## src/rtl/dot_prod_vector_server.sv

```systemverilog
`timescale 1ns / 1ps
// dot_prod_vector_server
//
// Responder side of the dot_prod column-fetch interface. The input vector is
// held in two ping-pong register banks: the engine reads the active bank
// combinationally by colAddress while an upstream stage streams the next
// vector into the shadow bank. The banks swap on the engine's end-of-pass
// pulse (dataReady). The very first swap happens automatically once the
// shadow bank has filled.
//
// Ports:
//   clk           clock
//   reset         asynchronous, active-low reset
//   loadValid     upstream word valid
//   loadData      upstream word (signed, element order 0..NCOL-1)
//   loadReady     shadow bank can accept a word
//   colAddress    element index requested by the engine
//   dataReady     engine end-of-pass pulse (one cycle high)
//   inputVector   active-bank element at colAddress (0 when invalid/out of range)
//   vectorValid   active bank holds a complete vector
//   underrun      one-cycle pulse: dataReady seen while the shadow bank was not full
//   fsmState      {active FSM is ACTIVE, shadow FSM is FULL}
//
// Load handshake: a word transfers on a rising clk edge where loadValid and
// loadReady are both high. loadValid may be raised without waiting for
// loadReady; loadData must be stable while loadValid is high.
//
// Optional build macro VECSERVER_STATS_EN adds two saturating 16-bit
// counters on extra outputs:
//   swapCount      bank swaps, including the first automatic one
//   underrunCount  underrun pulses

module dot_prod_vector_server #(
    parameter int NCOL          = 16,
    parameter int QN            = 6,
    parameter int QM            = 11,
    parameter int BITWIDTH      = QN + QM + 1,
    parameter int ADDR_BITWIDTH = 4
) (
    input  logic                       clk,
    input  logic                       reset,
    input  logic                       loadValid,
    input  logic signed [BITWIDTH-1:0] loadData,
    output logic                       loadReady,
    input  logic [ADDR_BITWIDTH-1:0]   colAddress,
    input  logic                       dataReady,
    output logic signed [BITWIDTH-1:0] inputVector,
    output logic                       vectorValid,
    output logic                       underrun,
    output logic [1:0]                 fsmState
`ifdef VECSERVER_STATS_EN
    ,
    output logic [15:0]                swapCount,
    output logic [15:0]                underrunCount
`endif
);

    // Reject parameter sets the address bus cannot cover.
    if (BITWIDTH != QN + QM + 1 || (2 ** ADDR_BITWIDTH) < NCOL) begin : g_bad_params
        $error("dot_prod_vector_server: inconsistent parameters");
    end

    typedef enum logic { FILL  = 1'b0, FULL   = 1'b1 } shadow_state_t;
    typedef enum logic { EMPTY = 1'b0, ACTIVE = 1'b1 } active_state_t;

    localparam logic [ADDR_BITWIDTH-1:0] LAST_IDX = ADDR_BITWIDTH'(NCOL - 1);

    logic [BITWIDTH-1:0]      mem [0:1][0:NCOL-1];
    logic                     readBank;
    logic                     writeBank;
    logic [ADDR_BITWIDTH-1:0] wIdx;
    shadow_state_t            shadowState;
    active_state_t            activeState;

    logic accept;
    logic lastAccept;
    logic shadowFull;
    logic swap;
    logic underrunHit;
    logic addrOk;

    assign writeBank  = ~readBank;
    assign loadReady  = (shadowState == FILL);
    assign accept     = loadValid && loadReady;
    assign lastAccept = accept && (wIdx == LAST_IDX);
    // A final word landing in the same cycle as dataReady still counts as full.
    assign shadowFull = (shadowState == FULL) || lastAccept;

    // While EMPTY the swap is automatic, one edge after the shadow reached FULL.
    assign swap        = (activeState == EMPTY) ? (shadowState == FULL)
                                                : (dataReady && shadowFull);
    assign underrunHit = (activeState == ACTIVE) && dataReady && !shadowFull;

    assign vectorValid = (activeState == ACTIVE);
    assign fsmState    = {activeState == ACTIVE, shadowState == FULL};

    assign addrOk      = (32'(colAddress) < NCOL);
    assign inputVector = (vectorValid && addrOk) ? mem[readBank][colAddress]
                                                 : '0;

    // Bank storage is intentionally not reset; vectorValid masks stale data.
    always_ff @(posedge clk) begin
        if (accept) begin
            mem[writeBank][wIdx] <= loadData;
        end
    end

    always_ff @(posedge clk or negedge reset) begin
        if (!reset) begin
            readBank    <= 1'b0;
            wIdx        <= '0;
            shadowState <= FILL;
            activeState <= EMPTY;
            underrun    <= 1'b0;
        end else begin
            underrun <= underrunHit;

            if (accept) begin
                wIdx <= lastAccept ? '0 : wIdx + 1'b1;
            end

            // Swap wins over the last-word transition: the freshly written
            // word belongs to the bank that becomes active on this edge.
            if (swap) begin
                readBank    <= ~readBank;
                shadowState <= FILL;
                activeState <= ACTIVE;
            end else if (lastAccept) begin
                shadowState <= FULL;
            end
        end
    end

`ifdef VECSERVER_STATS_EN
    always_ff @(posedge clk or negedge reset) begin
        if (!reset) begin
            swapCount     <= '0;
            underrunCount <= '0;
        end else begin
            if (swap && swapCount != 16'hFFFF) begin
                swapCount <= swapCount + 16'd1;
            end
            if (underrunHit && underrunCount != 16'hFFFF) begin
                underrunCount <= underrunCount + 16'd1;
            end
        end
    end
`endif

endmodule

```

## config.mk

```make
export PLATFORM = sky130hd
export DESIGN_NAME = dot_prod_vector_server
export DESIGN_NICKNAME = d
export VERILOG_FILES = /design/src/rtl/dot_prod_vector_server.sv
export SDC_FILE = /design/constraint.sdc
export NUM_CORES = 1
export LEC_CHECK = 0
export CAP_MARGIN = 15
export CORE_MARGIN = 1
export CORE_UTILIZATION = 40
export CTS_BUF_LIST = sky130_fd_sc_hd__clkbuf_8
export DETAILED_ROUTE_END_ITERATION = 8
export GPL_TIMING_DRIVEN = 0
export PLACE_DENSITY = 0.59
export SETUP_SLACK_MARGIN = 0.5
export SLEW_MARGIN = 0
export SYNTH_ARGS = -nofsm -noshare
export SYNTH_HDL_FRONTEND = slang
export SYNTH_SLANG_ARGS = --single-unit
```

## constraint.sdc

```tcl
create_clock -name clk -period 3.71 [get_ports clk]
set_input_delay 0.742 -clock clk [delete_from_list [all_inputs] [get_ports clk]]
set_output_delay 0.742 -clock clk [all_outputs]
set_load 0.01 [all_outputs]
```

==> qor.log <==
qor: outcome.status finished clean
qor: synthesis.synth_top_area_cell edfxtp_1
qor: synthesis.netlist.area_leader.share 76.7%
qor: place.port-buffer-count 46
qor: timing.setup_viol_count_final 0
qor: floorplan.design.die.area 0.0573 mm2
qor: setup_path.path_class primary input to output pin
qor: cts.cts-buffers-inserted 91
qor: routing.postRouteWirelength 56700 um
qor: timing.finalWorstSetupSlack 0.0774 ns
qor: synthesis.yosys.cell_count.top_type edfxtp_1
qor: timing.period_share 97.9%
qor: power.pwr_per_cell_area 592 mW/mm2
qor: finish.ratio_of_cells_with_drive_above_1_in_the_final_layout 38.1%
qor: routing.post_detailed_route_wirelength_per_cell 27.7 um
qor: floorplan.start_util 40.7%
qor: routing.drt-vias-per-instance 5.58
qor: cts.cts_tree done
qor: synthesis.postSynthCellCount 1019
qor: grt.grt_start_max_net_pins 33
qor: floorplan.dieHeight 239 um
qor: routing.num_vias 11.4k
qor: cts.worstSkewPairLatency 0.67 ns
qor: synthesis.synth_area_leaders edfxtp_1 77%, mux4_2 13%, mux2_2 1.8%, mux2i_1 1.6%, dfrtp_1 0.89%
qor: finish.design.final.nets 1256
qor: timing.max-slew-margin-rel 41.2%
qor: timing.maxSlewViolCount 0
qor: place.numPlacedInstances 1860
qor: routing.drtAntennaViolNets 0
qor: grt.via_count_of_the_first_global_routing_pass 11.5k
qor: setup_path.critical_path_peak_fanout 10
qor: setup_path.crit_arrival 2.89 ns
qor: grt.grt_pass1_wl 81100 um
qor: finish.final_standard_cell_utilization_of_the_core 49.8%
qor: synthesis.yosys.cell_types.count 36
qor: synthesis.syn_avg_cell_area 22.1 um2
qor: place.placement.setup.worst_slack -0.944 ns
qor: synthesis.ys_dominant_reg_cell edfxtp_1
qor: place.place.gp.congestion 0.912
qor: power.p_leak 8.91 nW
qor: power.ir_worst_vdd 0.288 mV
qor: floorplan.num_io_pins 49
qor: timing.clock-skew-final 0.0190 ns
qor: synthesis.ys_ff_latch 584
qor: routing.post-route-drc-count 0
qor: run.drv_cap 0
qor: floorplan.core-area 0.0554 mm2
qor: finish.final_cell_count_no_fill 2045
qor: timing.rsz0062_at_grt true
qor: timing.finalHoldViolCount 0
qor: synthesis.synthesis.nets 1049
qor: synthesis.async_reset_ff_share 1.37%
qor: synthesis.yosysWarningCount 0
qor: cts.cts.clk_slew.worst_paths 0.06 ns
qor: floorplan.die_w 239 um
qor: synthesis.yosysSeqAreaShare 77.6%
qor: timing.timing.fmax 0.275 GHz
qor: setup_path.start_kind primary input
qor: finish.syn_to_final_growth 22.3%
qor: setup_path.end_kind output pin
qor: cts.clkSinkCount 584
qor: cts.clockRootBuffer clkbuf_8
qor: routing.drt_iter0_drc 1139
qor: min_path.timing.hold.worst.class primary input to async pin
qor: synthesis.synth_area 0.0225 mm2
qor: timing.fin_crit 3.63 ns
qor: place.dp.final_hpwl 38100 um
qor: grt.grt.total_usage 20.4%
qor: floorplan.row_count 86
qor: grt.initial_antenna_violation_count 1
qor: synthesis.synth.top_cells.by_count 576 x edfxtp_1, 126 x mux4_2, 37 x mux2i_1
qor: setup_path.critPathRequiredTime 2.97 ns
qor: routing.drt_pre_antenna_iters 5
qor: cts.cts_buffer_depth 3
qor: cts.h-tree-depth 3
qor: synthesis.synth_edf_count 576
qor: timing.transition_time_at_the_pin_with_the_least_slew_margin 0.883 ns
qor: grt.grt_total_ovfl 0
==> flip-flops by register name, indices dropped and copies added, names as in the netlist <==
signal       flops
shadowState      1
underrun         1
vectorValid      1
readBank         1
mem            576
wIdx             4
==> cell type report <==
class / count / area, um2
fillers: 4356 / 27800
flip-flops and latches: 584 / 17500
multi-input cells: 370 / 5310
repair buffers: 114 / 1630
clock buffers: 96 / 1320
well taps: 748 / 936
plain buffers: 60 / 522
clock inverters: 67 / 339
inverters: 5 / 22.5
diodes: 1 / 2.50
==> layer usage <==
metal	share of wire (%)	routed length, um	GRT usage, %
met1	41	23400	28.3
met2	47	26800	31.7
met3	7.6	4340	3.64
met4	3.8	2130	8.78
met5	0	0	0
==> per-stage QoR <==
| stage | area [um2] | power (mW) | hold slack, ns | TNS [ns] |
|---|---|---|---|---|
| floorplan | 22500 | 9.33 | 0.446 | 0 |
| global placement | 23900 | 10.5 | 0.589 | -214.85 |
| detailed placement | 24900 | 10.7 | 0.590 | -14.45 |
| CTS | 27200 | 16.3 | 0.342 | 0 |
| global route | 27600 | 16.9 | 0.382 | 0 |
| finish | 27600 | 16.3 | 0.372 | 0 |
==> critical path, stage by stage <==
cell and delay (ns):
clkdlybuf4s50_1 0.58, buf_4 0.29, buf_1 0.70, a31oi_2 0.34, buf_2 0.24
==> placed cells by master (no fill, tap or decap), types with 6 or more instances in the layout <==
master and count:
mux2_4 10, clkinvlp_4 6, clkbuf_8 97, edfxtp_1 576, clkinv_2 9, mux4_2 126
o221ai_4 16, o21ai_0 9, clkbuf_4 8, buf_12 8, buf_4 27, dfrtp_1 8
clkinv_1 13, a31oi_4 8, mux2i_1 37, a22oi_2 6, buf_16 19, buf_8 26
a31oi_2 6, clkdlybuf4s50_1 26, nand2_1 22, a22oi_1 12, inv_1 41, buf_2 20
mux2_2 26, nor2_2 28, o21ai_1 7, a221oi_1 10, buf_6 27
==> worst paths after layout <==
kind	startpoint	endpoint	slack, ns	cells after the start
setup reg to reg	readBank	mem[1][92]	0.99	9
hold / removal	reset	readBank	0.37	1
max in group asynchronous	reset	shadowState	3.04	1
min in group clk	wIdx[0]	wIdx[3]	0.59	2
setup / recovery	colAddress[3]	inputVector[16]	0.08	5
hold reg to reg	wIdx[0]	wIdx[3]	0.59	2
==> power breakdown <==
part	switching (mW)	total (mW)	leakage (nW)	internal [mW]
clock	2.46	4.98	0.976	2.53
combinational	2.00	3.58	2.65	1.58
sequential	0.113	7.76	5.29	7.65
total	4.57	16.3	8.91	11.8
==> cell families (layout without fill, tap and decap cells) <==
family	after synthesis	count (layout)	share of synthesized area (%)
xor+xnor	2	2	0.0777
flops	584	584	77.6
simple gates	74	74	1.45
mux	199	199	16.0
other cells	0	1	0
compound gates	91	91	2.97
buf+inv	65	342	1.66
fa+ha+maj	4	4	0.222
==> timing repair <==
| item | in CTS | in global routing |
|---|---|---|
| gates resized for setup | 196 | 26 |
| buffers inserted | 9 | 3 |
| hold buffers | 0 | 0 |
| endpoints found under the setup margin | 76 | 18 |
| gates cloned | 1 | 1 |
| pin swaps | 16 | 15 |
Note: power is estimated with default switching activity, not from simulation.
